File: src/rtl/dct_transpose_buf.sv
// dct_transpose_buf: ping-pong 8x8 transpose buffer between the row and column DCT passes.
// Optional build macro DCT_TRANSPOSE_ROUND_EN selects round-half-up with saturation instead of floor.

module dct_transpose_conv #(
  parameter int IN_W  = 12,
  parameter int OUT_W = 10
) (
  input  logic [IN_W-1:0]  din,
  output logic [OUT_W-1:0] dout
);
  localparam int SHIFT = IN_W - OUT_W;

`ifdef DCT_TRANSPOSE_ROUND_EN
  localparam int SW = IN_W + 1 - SHIFT;
  logic [IN_W:0]  sum;
  logic [SW-1:0]  shr;
  logic           ovf;

  // one extra bit of headroom so +half cannot wrap the most positive input
  assign sum = {din[IN_W-1], din} + (IN_W+1)'(1 << (SHIFT-1));
  assign shr = sum[IN_W:SHIFT];
  assign ovf = !(&shr[SW-1:OUT_W-1]) && (|shr[SW-1:OUT_W-1]);

  always_comb begin
    dout = shr[OUT_W-1:0];
    if (ovf) dout = shr[SW-1] ? {1'b1, {(OUT_W-1){1'b0}}} : {1'b0, {(OUT_W-1){1'b1}}};
  end
`else
  assign dout = din[IN_W-1:SHIFT];
`endif
endmodule

module dct_transpose_buf #(
  parameter int IN_W  = 12,
  parameter int OUT_W = 10
) (
  input  logic                clk,
  input  logic                rst,
  input  logic                in_valid,
  output logic                in_ready,
  input  logic [8*IN_W-1:0]   in_data,
  output logic                out_valid,
  input  logic                out_ready,
  output logic [8*OUT_W-1:0]  out_data,
  output logic                out_first,
  output logic                out_last
);
  logic [IN_W-1:0] mem [2][8][8];
  logic [1:0]      full, full_nxt;
  logic            wr_bank, rd_bank;
  logic [2:0]      wr_row, rd_col;
  logic            wr_acc, rd_acc;

  // index 7 holds element 0 so the packed vectors map straight onto the bus
  logic [7:0][IN_W-1:0]  din_v, rd_elem;
  logic [7:0][OUT_W-1:0] cv;

  assign din_v     = in_data;
  assign in_ready  = !rst && !full[wr_bank];
  assign out_valid = !rst && full[rd_bank];
  assign wr_acc    = in_valid && in_ready;
  assign rd_acc    = out_valid && out_ready;

  always_ff @(posedge clk) begin
    if (wr_acc)
      for (int c = 0; c < 8; c++) mem[wr_bank][wr_row][c] <= din_v[7-c];
  end

  // a bank being written is never full, so set and clear never hit the same flag
  always_comb begin
    full_nxt = full;
    if (wr_acc && wr_row == 3'd7) full_nxt[wr_bank] = 1'b1;
    if (rd_acc && rd_col == 3'd7) full_nxt[rd_bank] = 1'b0;
  end

  always_ff @(posedge clk) begin
    if (rst) begin
      full    <= 2'b00;
      wr_bank <= 1'b0;
      rd_bank <= 1'b0;
      wr_row  <= 3'd0;
      rd_col  <= 3'd0;
    end else begin
      full <= full_nxt;
      if (wr_acc) begin
        wr_row <= wr_row + 3'd1;
        if (wr_row == 3'd7) wr_bank <= ~wr_bank;
      end
      if (rd_acc) begin
        rd_col <= rd_col + 3'd1;
        if (rd_col == 3'd7) rd_bank <= ~rd_bank;
      end
    end
  end

  for (genvar r = 0; r < 8; r++) begin : g_rd
    assign rd_elem[7-r] = mem[rd_bank][r][rd_col];
  end

  dct_transpose_conv #(.IN_W(IN_W), .OUT_W(OUT_W)) u_conv [7:0] (
    .din  (rd_elem),
    .dout (cv)
  );

  assign out_data  = out_valid ? cv : '0;
  assign out_first = out_valid && (rd_col == 3'd0);
  assign out_last  = out_valid && (rd_col == 3'd7);
endmodule

File: config.mk
export PLATFORM = sky130hd
export DESIGN_NAME = dct_transpose_buf
export DESIGN_NICKNAME = d
export VERILOG_FILES = /design/src/rtl/dct_transpose_buf.sv
export SDC_FILE = /design/constraint.sdc
export NUM_CORES = 2
export LEC_CHECK = 0
export BUFFER_PORTS_ARGS = -buffer_cell sky130_fd_sc_hd__buf_2
export CORE_MARGIN = 4
export CORE_UTILIZATION = 60
export DETAILED_ROUTE_END_ITERATION = 10
export GPL_TIMING_DRIVEN = 0
export PLACE_DENSITY = 0.85
export REMOVE_ABC_BUFFERS = 1
export SLEW_MARGIN = 0
export SYNTH_ARGS = -nofsm -noshare
export SYNTH_HDL_FRONTEND = slang
export SYNTH_SLANG_ARGS = --single-unit
File: constraint.sdc
create_clock -name clk -period 12.52 [get_ports clk]
set_input_delay 2.504 -clock clk [delete_from_list [all_inputs] [get_ports clk]]
set_output_delay 2.504 -clock clk [all_outputs]
set_load 0.02 [all_outputs]
==> impl_metrics.json <==
{
  "synth_top_family_by_area": "multiplexers",
  "synth-xor-area-share_pct": 0.0479,
  "die_w_um": 310,
  "synth_fa_ha_area_share_pct": 0.114,
  "place_inst": 4067,
  "fillers": 5240,
  "dr.first_iter.drc_count": 4476,
  "power_density_mw_per_mm2": 142,
  "clock-sinks": 1291,
  "antenna_found_initial": 13,
  "yosysTopAreaCell": "edfxtp_1",
  "synth-seq-area-share_pct": 70.5,
  "rrSetupSlack_ns": 7.03,
  "power.total_uw": 8690,
  "dp_hpwl_mm": 81.4,
  "synth.cell_area_mm2": 0.0548,
  "viasPerCell": 7.22,
  "yosys_register_bits": 1291,
  "cts.clk_slew.worst_paths_ns": 0.06,
  "r2r-end": "mem[0][244]$_DFFE_PP_",
  "nets": 3116,
  "cp.required_ns": 10.02,
  "grt_pass1_wl_mm": 208,
  "yosysWarnings": 0,
  "multiInputGateArea_mm2": 0.0148,
  "clock.fmax_mhz": 133,
  "hold-path-cell-count": 2,
  "synthToLayoutAreaGrowth_pct": 11.4,
  "stdcell_count": 4294,
  "start_util_pct": 60.7,
  "maxCapViolCount": 0,
  "final_cell_mix": "1280 x edfxtp_1, 560 x a21o_1, 281 x mux4_2",
  "rsz0062_at_grt": "false",
  "dr.pass1.iters": 6,
  "tightest_slew_ns": 1.22,
  "syn_avg_cell_area_um2": 18.7,
  "crit_chain": "buf_2 -> or3_4 -> nor2_4 -> buf_16 -> buf_16 -> a221o_1 -> buf_2",
  "finalSetupViolCount": 0,
  "grt_overflow": 0,
  "ys_top_cells_by_area": "edfxtp_1 70%, mux4_2 12%, a21o_1 7.7%",
  "drcViolationCount": 0,
  "grt_max_degree": 79,
  "crit-reg2reg-launch": "wr_bank$_SDFFE_PP0N_",
  "reg2regPathDepth": 8,
  "fin_skew_ns": 0.0276,
  "critPathSlowestCell": "nor2_4",
  "wirelength_mm": 142,
  "leakage_uw": 0.0224,
  "ctsHoldBuffers": 0,
  "vias": 31002,
  "clkLatencyLatePin_ns": 0.71,
  "dieArea_mm2": 0.0963,
  "synth_compound_area_share_pct": 10.9,
  "grt_pass1_vias": 32442,
  "yosysTopAreaCellShare_pct": 70.1,
  "crit_type": "in2out",
  "drv_slew": 0,
  "wl_per_cell_um": 33.0,
  "cp-start-kind": "primary input",
  "post-place-ws_ns": 5.06,
  "crit_fanout": 19,
  "comb_power_share_pct": 3.6,
  "slew_headroom_pct": 18.4,
  "hp-start": "full[0]$_SDFF_PP0_",
  "p_sw_uw": 1790,
  "synthCells": 2935,
  "yosys.area_share.simple_pct": 1.09,
  "ir_worst_vdd_v": 0.000125,
  "regArea_mm2": 0.0387,
  "holdPathEnd": "full[0]$_SDFF_PP0_",
  "min-delay-path-class": "reg2reg",
  "antenna_left": 0,
  "switching_share_pct": 20.6,
  "rows": 110,
  "place_congestion": 0.771,
  "cts_tree": "done",
  "clock_path_buffers": 3,
  "worstSetupEndpointType": "primary output",
  "cts_buffers": 118,
  "core_mm2": 0.0903,
  "fp.dieH_um": 310,
  "min_period_over_period_pct": 60.1,
  "status": "finished, final reports clean",
  "cts_htree_levels": 3,
  "slowest_delay_ns": 0.73,
  "fin_ws_ns": 4.99,
  "power_frac_seq_pct": 55.2,
  "final_common_cell": "edfxtp_1",
  "synth_cell_types": 40,
  "drive_above_1_share_pct": 23.6,
  "period_minus_slack_ns": 7.53,
  "post_cts_buffers": 0,
  "clkPwrFrac_pct": 41.3,
  "synthMuxAreaShare_pct": 14.6,
  "grt_util_all_layers_pct": 29.6,
  "fin_setup_tns_ns": 0,
  "clockRootBuffer": "clkbuf_16",
  "post_cts_resized": 0,
  "p_int_uw": 6900,
  "hold_viol": 0,
  "ioPinCount": 184,
  "arrival_ns": 5.03,
  "final_core_util_pct": 67.7,
  "port_buffers": 167
}
==> power by group through the flow <==
stage	Sequential (µW)	Combinational, µW	Clock (µW)
2_1_floorplan	4880	158	0
3_3_place_gp	4890	265	0
3_5_place_dp	4880	295	0
4_1_cts	4790	303	3590
5_1_grt	4790	326	3780
6_report	4790	310	3590
==> routing by layer <==
metal / up-vias / global-route usage [%] / share of wire [%]
met5: - / 0 / 0.035
met1: 15677 / 38.7 / 33
met4: 8 / 14.0 / 5.3
li1: 12246 / - / -
met2: 2519 / 47.5 / 49
met3: 552 / 7.53 / 13
==> cell type report <==
class	count	area share, %
sequential	1291	63.3
clock inverter	72	1.19
clock buffer	148	5.05
timing repair buffer	234	3.70
tap	1176	2.41
antenna	7	0.0287
inverter	14	0.0942
multi-input combinational	1352	24.3
==> Yosys cell counts, drive strengths merged <==
master,number
nor4b,1
a21o,560
xor2,1
a31oi,1
a21bo,1
nand3b,1
mux2i,165
a21oi,81
xnor2,2
a211oi,1
mux2,2
and3,50
clkbuf,47
nor3b,1
edfxtp,1280
nand2,1
nor3,1
nor2b,11
inv,14
nand4,1
buf,231
dfxtp,11
o22ai,41
mux4,281
nor4bb,1
nor2,13
or3,1
ha,5
a221o,39
a311oi,1
and2,11
a22oi,39
a22o,39
==> cells by family (layout without fill, tap and decap cells) <==
group,after synthesis,count (layout)
AND/OR/NAND/NOR,93,93
buffers and inverters,292,468
multiplexers,448,448
XOR/XNOR,3,3
adder cells (fa/ha/maj),5,5
AO/OA/AOI/OAI,803,803
other,0,7
flip-flops,1291,1291
==> how the worst max path moves through the flow <==
stage / endpoint / depth (start not counted) / slack, ns / start
floorplan: out_data[0] / 3 / -5.55 / flop
global placement: out_data[37] / 5 / -16.12 / rd_col[0]$_SDFFE_PP0P_
detailed placement: out_data[39] / 7 / 5.06 / rst
CTS: out_data[39] / 7 / 5.04 / rst
global route: out_data[39] / 7 / 4.99 / rst
finish: out_data[39] / 7 / 4.99 / rst
==> flip-flops by register name, indices dropped and copies added, names as in the netlist, named ones only <==
register  flops
rd_bank       1
wr_row        3
rd_col        3
full          2
mem        1280
wr_bank       1
==> critical path: cells and delay by family <==
family                 cells  cell delay, ns
and+or+nand+nor            2            1.36
buffers and inverters      4            0.86
AOI/OAI and AO/OA          1            0.25
==> per-stage QoR <==
step	area, µm²	hold slack, ns
5_1_grt	61100	0.644
3_3_place_gp	55700	0.486
3_5_place_dp	57300	0.588
2_1_floorplan	53400	0.450
4_1_cts	61100	0.625
6_report	61100	0.622
Note: power is estimated with default switching activity, not from simulation.
